==> src/rtl/dsp_pkg.sv <==
// dsp_pkg: shared demod sample type, block state encoding and arithmetic helpers
package dsp_pkg;
    localparam int SAMPLE_W = 16;
    typedef logic signed [SAMPLE_W-1:0] sample_t;
    typedef enum logic {ST_CLEAR, ST_RUN} dcr_state_t;
    function automatic int clog2(input int v);
        int r;
        r = 0;
        while ((1 << r) < v) r = r + 1;
        return r;
    endfunction
    function automatic logic signed [31:0] sat_add(input logic signed [31:0] a,
                                                   input logic signed [31:0] b,
                                                   input int w,
                                                   output logic clip);
        logic signed [31:0] s, hi, lo;
        s = a + b;
        hi = (32'sd1 <<< (w - 1)) - 32'sd1;
        lo = -hi - 32'sd1;
        clip = (s > hi) || (s < lo);
        return (s > hi) ? hi : (s < lo) ? lo : s;
    endfunction
endpackage

==> src/rtl/ring_buf_1r1w.sv <==
// ring_buf_1r1w: sample store with one synchronous write port and one asynchronous read port
module ring_buf_1r1w #(
    parameter int DEPTH = 128,
    parameter int WIDTH = 16,
    parameter int AW = 7
) (
    input  logic             clk,
    input  logic             we,
    input  logic [AW-1:0]    wr_addr,
    input  logic [WIDTH-1:0] wr_data,
    input  logic [AW-1:0]    rd_addr,
    output logic [WIDTH-1:0] rd_data
);
    logic [WIDTH-1:0] mem [DEPTH];
    always_ff @(posedge clk) begin
        if (we) mem[wr_addr] <= wr_data;
    end
    assign rd_data = mem[rd_addr];
endmodule

==> src/rtl/dc_restore_128.sv <==
// dc_restore_128: adds the running mean of a reference stream back onto a zero-mean data stream
module dc_restore_128
    import dsp_pkg::*;
#(
    parameter int WIDTH = 16,
    parameter int SAMPLES = 128
) (
    input  logic                    clk,
    input  logic                    rst,
    input  logic                    clear_i,
    input  logic                    strobe_i,
    input  logic signed [WIDTH-1:0] data_i,
    input  logic signed [WIDTH-1:0] level_i,
    output logic                    ready_o,
    output logic                    valid_o,
    output logic signed [WIDTH-1:0] data_o,
    output logic signed [WIDTH-1:0] mean_o,
    output logic                    sat_o,
    output logic                    primed_o
);
    localparam int ADDR = clog2(SAMPLES);
    localparam int SUMW = WIDTH + ADDR;
    dcr_state_t state, state_n;
    logic [ADDR-1:0] clr_ptr, wr_ptr, wa;
    logic [ADDR:0] fill_cnt;
    logic signed [SUMW-1:0] sum;
    logic signed [WIDTH-1:0] data_r, level_r, data_r2, old, mean, data_sat, wd;
    logic v1, v2, accept, we, add_sat;
    always_ff @(posedge clk) begin
        if (rst) state <= ST_CLEAR;
        else state <= state_n;
    end
    always_comb begin
        state_n = clear_i ? ST_CLEAR : (state == ST_CLEAR && &clr_ptr) ? ST_RUN : state;
    end
    assign ready_o = (state == ST_RUN);
    assign accept = strobe_i & ready_o & ~clear_i;
    // The clear walk and the running write share the single write port.
    assign we = (state == ST_CLEAR) | v1;
    assign wa = (state == ST_CLEAR) ? clr_ptr : wr_ptr;
    assign wd = (state == ST_CLEAR) ? '0 : level_r;
    ring_buf_1r1w #(.DEPTH(SAMPLES), .WIDTH(WIDTH), .AW(ADDR)) u_buf (
        .clk    (clk),
        .we     (we),
        .wr_addr(wa),
        .wr_data(wd),
        .rd_addr(wr_ptr),
        .rd_data(old)
    );
    assign mean = WIDTH'(sum >>> ADDR);
    always_comb begin
        add_sat = 1'b0;
        data_sat = WIDTH'(sat_add(32'(data_r2), 32'(mean), WIDTH, add_sat));
    end
    always_ff @(posedge clk) begin
        if (rst || clear_i) begin
            clr_ptr <= '0;
            wr_ptr <= '0;
            fill_cnt <= '0;
            sum <= '0;
            v1 <= 1'b0;
            v2 <= 1'b0;
            valid_o <= 1'b0;
            primed_o <= 1'b0;
            if (rst) begin
                data_o <= '0;
                mean_o <= '0;
                sat_o <= 1'b0;
            end
        end else begin
            clr_ptr <= (state == ST_CLEAR) ? clr_ptr + 1'b1 : '0;
            v1 <= accept;
            v2 <= v1;
            valid_o <= v2;
            primed_o <= fill_cnt[ADDR];
            if (accept) begin
                data_r <= data_i;
                level_r <= level_i;
            end
            if (v1) begin
                wr_ptr <= wr_ptr + 1'b1;
                sum <= sum + SUMW'(level_r) - SUMW'(old);
                fill_cnt <= fill_cnt + {{ADDR{1'b0}}, ~fill_cnt[ADDR]};
                data_r2 <= data_r;
            end
            if (v2) begin
                data_o <= data_sat;
                mean_o <= mean;
                sat_o <= add_sat;
            end
        end
    end
endmodule
==> config.mk <==
export PLATFORM = sky130hd
export DESIGN_NAME = dc_restore_128
export DESIGN_NICKNAME = d
export VERILOG_FILES = /design/src/rtl/dsp_pkg.sv /design/src/rtl/ring_buf_1r1w.sv /design/src/rtl/dc_restore_128.sv
export SDC_FILE = /design/constraint.sdc
export NUM_CORES = 2
export LEC_CHECK = 0
export BUFFER_PORTS_ARGS = -buffer_cell sky130_fd_sc_hd__buf_2
export CAP_MARGIN = 15
export CORE_MARGIN = 5
export CORE_UTILIZATION = 45
export CTS_CLUSTER_DIAMETER = 80
export DETAILED_ROUTE_END_ITERATION = 12
export GPL_ROUTABILITY_DRIVEN = 0
export HOLD_SLACK_MARGIN = 0.03
export SLEW_MARGIN = 20
export SYNTH_ARGS = -nofsm -noshare
export SYNTH_HDL_FRONTEND = slang
export SYNTH_SLANG_ARGS = --single-unit
==> constraint.sdc <==
create_clock -name clk -period 10.15 [get_ports clk]
set_input_delay 0 -clock clk [delete_from_list [all_inputs] [get_ports clk]]
set_output_delay 0 -clock clk [all_outputs]
set_load 0.01 [all_outputs]
# Word level (Yosys, flattened, before mapping)
# Memories as Yosys holds them, arrays and structs flattened. A register that Yosys moved wholly into a read port is not among the register bits.
# Cells that the tools add are included.
# W data, S select, Z words.
[totals] ff_bits=131 ramBits=2048 inputBits=36 n_memories=1
[memory_table] name="u_buf.mem" words=128 width=16 read_ports=1 rd_ports_with_merged_regs=1 write_ports=1 line_no="ring_buf_1r1w.sv:14" source="logic [WIDTH-1:0] mem [DEPTH];"
[op_classes] add_sub_neg=6 magnitude_cmp=2 eq_ne=1 muxes=16 bitwise=7 n_reduce_logical=10
[ops] cell="$mux W16" n=8
[ops] cell="$add A23 B16 Y23" n=1
[ops] cell="$sub A23 B16 Y23" n=1
[ops] cell="$mux W7" n=3
[ops] cell="$add A16 B16 Y17" n=1
[ops] cell="$gt A17 B16 Y1 const B" n=1
[ops] cell="$lt A17 B16 Y1 const B" n=1
[ops] cell="$add A7 B1 Y7 const B" n=2
[ops] cell="$add A8 B1 Y8" n=1
[ops] cell="$reduce_and A7 Y1" n=1
[ops] cell="$reduce_and A2 Y1" n=3
[ops] cell="$mux W1" n=5
[ops] cell="$not A1 Y1" n=4
[ops] cell="$reduce_or A2 Y1" n=2
[ops] cell="$and A1 B1 Y1" n=2
[ops] cell="$logic_or A1 B1 Y1" n=2
[ops] cell="$ne A2 B2 Y1 const B" n=1
[ops] cell="$reduce_bool A2 Y1" n=1
[ops] cell="$logic_and A1 B1 Y1" n=1
[ops] cell="$or A1 B1 Y1" n=1

# Longest topological paths before layout
[depth] depth_word=6 depth_mapped=22 ltp_nobuf=19

# Cells and area by module
# From an unflattened synthesis, not the netlist that was laid out.
[unflattened] hier_cells=3817 hier_area_um2=85685.9
[modules_own_cells] mod="ring_buf_1r1w" instances=1 cells_each=3070 area_per_inst_um2=78202.5
[modules_own_cells] mod="dc_restore_128" instances=1 cells_each=747 area_per_inst_um2=7483.4

# Worst setup path after synthesis
# OpenSTA, ideal clock, no wires.
[synth_path] path_kind="flip-flop to flip-flop" from="register (tool-made name)" to="register sum[22]" t_arrival_ns=5.421 t_required_ns=10.080 setup_slack_ns=4.659 path_stages_with_launch=21 period_less_slack_ns=5.491 path_cell_list="dfxtp_1 -> buf_2 -> clkbuf_1 -> clkbuf_1 -> clkbuf_1 -> mux4_2 -> mux4_2 -> mux2_2 -> ha_1 -> inv_1 -> ha_1 -> fa_1 -> a211oi_1 -> o21a_1 -> o21ai_0 -> a21oi_1 -> a21oi_1 -> a31o_2 -> a211o_1 -> a21o_1 -> a21oi_1"
[synth_rtl] item="end signal, assigned" line_no="dc_restore_128.sv:82" source="sum <= sum + SUMW'(level_r) - SUMW'(old);"
[synth_rtl] item="end, declared" line_no="dc_restore_128.sv:26" source="logic signed [SUMW-1:0] sum;"

==> metrics.txt <==
crit-path max cell delay 0.91 ns; Clock Pin Slew Worst Setup and Hold Paths 0.06 ns; H-tree depth reported by CTS 4; DRC errors left 0; average via count per standard cell 5.886; maximum number of pins on one net before global-route repair 129; die width 446.0 um; Slew @ Worst Pin 1.163 ns; sequential fraction of design power 55.0%; total area of multi-input combinational cells 19600 um^2; Hold Violations, Final 0; startpoint kind of the worst setup timing path flip-flop; flops & latches, synth 2186; Tot GR Track Use 21.25%; CP cell instances buf_4, mux4_2, mux4_2, mux4_2, mux2_2, fa_1, inv_1, ha_1, and2_1, or3b_2, o21ai_0, a21oi_1, a21oi_1, a31o_2, nand4_1, a21o_1, a21oi_1; initial core utilization 45.12%; TritonRoute pass-1 iters 5; Mean Syn Cell Area 22.63 um^2; largest fanout on the critical path 64; Combinational Power Share 1.0%; growth of design area from synthesis to finish 13.91%; highest clock rate 0.1453 GHz; total power density per cell area 182.2 nW/um^2; total count of max-transition violations in the final report 0; area of the core region 189600 um^2; Final Net Count 4220; remaining antenna violation count after routing 0; HPWL after detailed placement 116500 um; top flip-flop cell by instance count after synthesis edfxtp_1; CTS root buffer clkbuf_16; Worst Setup Path Type reg2reg; sum of overflow across all layers after global routing 0; global-route wire length before repair 302100 um; later-pin clock latency in the skew report 0.85 ns; Routed Wire Length 210600 um; cell area after synthesis 85540 um^2; worst path arrival time 7.65 ns; switching share of power 19.67%; power dissipated by switching net loads 3492 uW; worst relative slew slack 22.26%; TritonCTS Buffers 212; share of flip-flops with an asynchronous set or reset 0%; Iter 0 DRT Violations 4496; final setup skew 0.04266 ns; cell count after synthesis 3780; share of power burned in the clock network 44.0%; class of the tightest hold or removal check in2reg; TritonCTS clock tree done; share of the clock period used by the worst path 67.81%; ratio of cells with drive above 1 in the final layout 29.99%; post-layout minimum cycle time 6.882 ns; Leakage Power 0.02645 uW; Die Outline Area 198900 um^2; via count of the first global-routing pass 41210; clk buf depth 3; EDFF count, synth 2129; nets in the synthesized netlist 3882; initial antenna violation count 14; routed wire length per instance 30.91 um; area occupied by registers 65090 um^2; Rows 160; fraction of the yosys area taken by sequential cells 76.07%; status finished, final reports clean; Critical Path Sink Type flip-flop; number of unique standard cell types used by synthesis 61; number of endpoints failing setup at the final stage 0; worst hold slack 0.4050 ns; vertical die dimension 446.0 um; TNS Setup 0 ns; cell-internal power 14260 uW; Tot Pwr 17750 uW; total of fill cells in the finished design 14600; via count 40110; sink count of the clock tree 2186; VDD IR-drop max 0.1914 mV; slowest cell on the critical path dfxtp_4; RSZ-0062 raised after global routing no; top-level I/O count 72; MaxCap Viol Count 0; endpoint required time on the critical path 10.92 ns; Port-buffer cells 71; number of warnings reported in the yosys synthesis log 0
Yosys cell counts, types with 9 or more instances:
cell type / n / area share (%)
buf_1: 25 / 0.11
nor2_1: 206 / 0.90
o21bai_1: 9 / 0.079
mux2_2: 11 / 0.14
nand2b_1: 11 / 0.080
edfxtp_1: 2129 / 75
fa_1: 23 / 0.54
ha_1: 43 / 0.63
a21oi_1: 48 / 0.28
nor3_1: 14 / 0.082
mux2i_1: 27 / 0.32
nand4_1: 10 / 0.073
or3_1: 9 / 0.066
inv_1: 67 / 0.29
and2_1: 24 / 0.18
mux4_2: 659 / 17
xor2_1: 14 / 0.14
buf_2: 63 / 0.37
nand3_1: 20 / 0.12
nor2b_1: 10 / 0.073
o21ai_0: 22 / 0.13
a21o_1: 27 / 0.24
xnor2_1: 28 / 0.29
clkbuf_1: 83 / 0.36
dfxtp_1: 57 / 1.3
nand2_1: 45 / 0.20
layer usage:
metal	vias to the layer above	part of all wire [%]	track usage, %
met5	-	0	0
met3	270	7.5	4.291
li1	16590	-	-
met1	21730	41	30.09
met4	0	2.7	5.799
met2	1522	48	34.09
power by group through the flow:
stage / clock (uW) / combinational [uW] / sequential (uW)
floorplan: 0 / 91.5 / 9970
global placement: 0 / 153 / 9960
detailed placement: 0 / 153 / 9960
CTS: 7940 / 174 / 9770
global route: 8340 / 190 / 9760
finish: 7810 / 177 / 9770
final cells by class:
| class | instances | area share, % |
|---|---|---|
| repair buffers | 307 | 2.507 |
| clock inverters | 127 | 1.275 |
| diodes | 5 | 0.01284 |
| flip-flops and latches | 2186 | 66.81 |
| well taps | 2511 | 3.224 |
| inverters | 68 | 0.2620 |
| multi-input cells | 1343 | 20.11 |
| clock buffers | 267 | 5.803 |
worst max-delay path, delay by kind of cell, from the launching register on:
kind / cells / cell delay, ns
muxes: 4 / 1.95
buffers and inverters: 2 / 0.92
DFF: 1 / 0.91
AOI/OAI and AO/OA: 6 / 1.29
and+or+nand+nor: 3 / 0.79
adders and majority gates: 2 / 0.84
stage by stage:
stage | cell area (um^2) | instances | worst slack, ns | utilization, %
4_1_cts | 97390 | 6808 | 3.278 | 51.37
2_1_floorplan | 85540 | 3780 | 4.659 | -
3_5_place_dp | 89790 | 6344 | 3.299 | 47.36
6_report | 97440 | 6814 | 3.268 | 51.40
3_3_place_gp | 89790 | 6344 | 3.370 | 47.36
5_1_grt | 97430 | 6810 | 3.011 | 51.39
flip-flops by register name, summed over array words and instances (netlist names), named ones only:
register,count
level_r,16
valid_o,1
primed_o,1
wr_ptr,7
ready_o,1
mean_o,16
sum,23
sat_o,1
v2,1
data_o,16
u_buf.mem,2048
fill_cnt,8
data_r2,16
data_r,16
clr_ptr,7
v1,1
placed cells by master (no fill, tap or decap), types with 22 or more instances in the layout:
master and n:
dlygate4sd3_1 70, ha_1 43, mux2i_1 27, xnor2_1 28, inv_1 67, buf_2 71, edfxtp_1 2129, fa_1 23
clkbuf_16 214, o21ai_0 22, nor2_1 170, mux4_2 659, clkbuf_1 43, a21oi_1 48, nand2_1 45, a21o_1 27
clkinv_1 37, clkinv_2 47, buf_4 154, dfxtp_1 51
cells by family (layout without fill, tap and decap cells):
kind of cell | after synthesis | in the layout | share of synthesized area (%)
buffers and inverters | 251 | 769 | 1.273
xor gates and xnor gates | 42 | 42 | 0.4300
muxes | 697 | 697 | 17.81
other | 0 | 5 | 0
DFF | 2186 | 2186 | 76.07
adders and majority gates | 66 | 66 | 1.167
and+or+nand+nor | 376 | 376 | 1.994
AOI/OAI and AO/OA | 162 | 162 | 1.254
path summary, 6_finish.rpt:
path              start           to  slack, ns  cells after the start
min reg2reg  data_r[15]  data_r2[15]       0.42                      0
min           data_i[8]    data_r[8]       0.41                      3
max reg2reg   flip-flop      sum[22]       3.27                     17
max           flip-flop      sum[22]       3.27                     17
what timing repair did:
| action | 4_1_cts | 5_1_grt |
|---|---|---|
| setup endpoints to repair | 0 | 0 |
| hold endpoints to repair | 106 | 0 |
| hold buffers | 70 | 0 |
| resized for setup | 0 | 0 |
| buffers inserted | 0 | 0 |
Note: power is estimated with default switching activity, not from simulation.
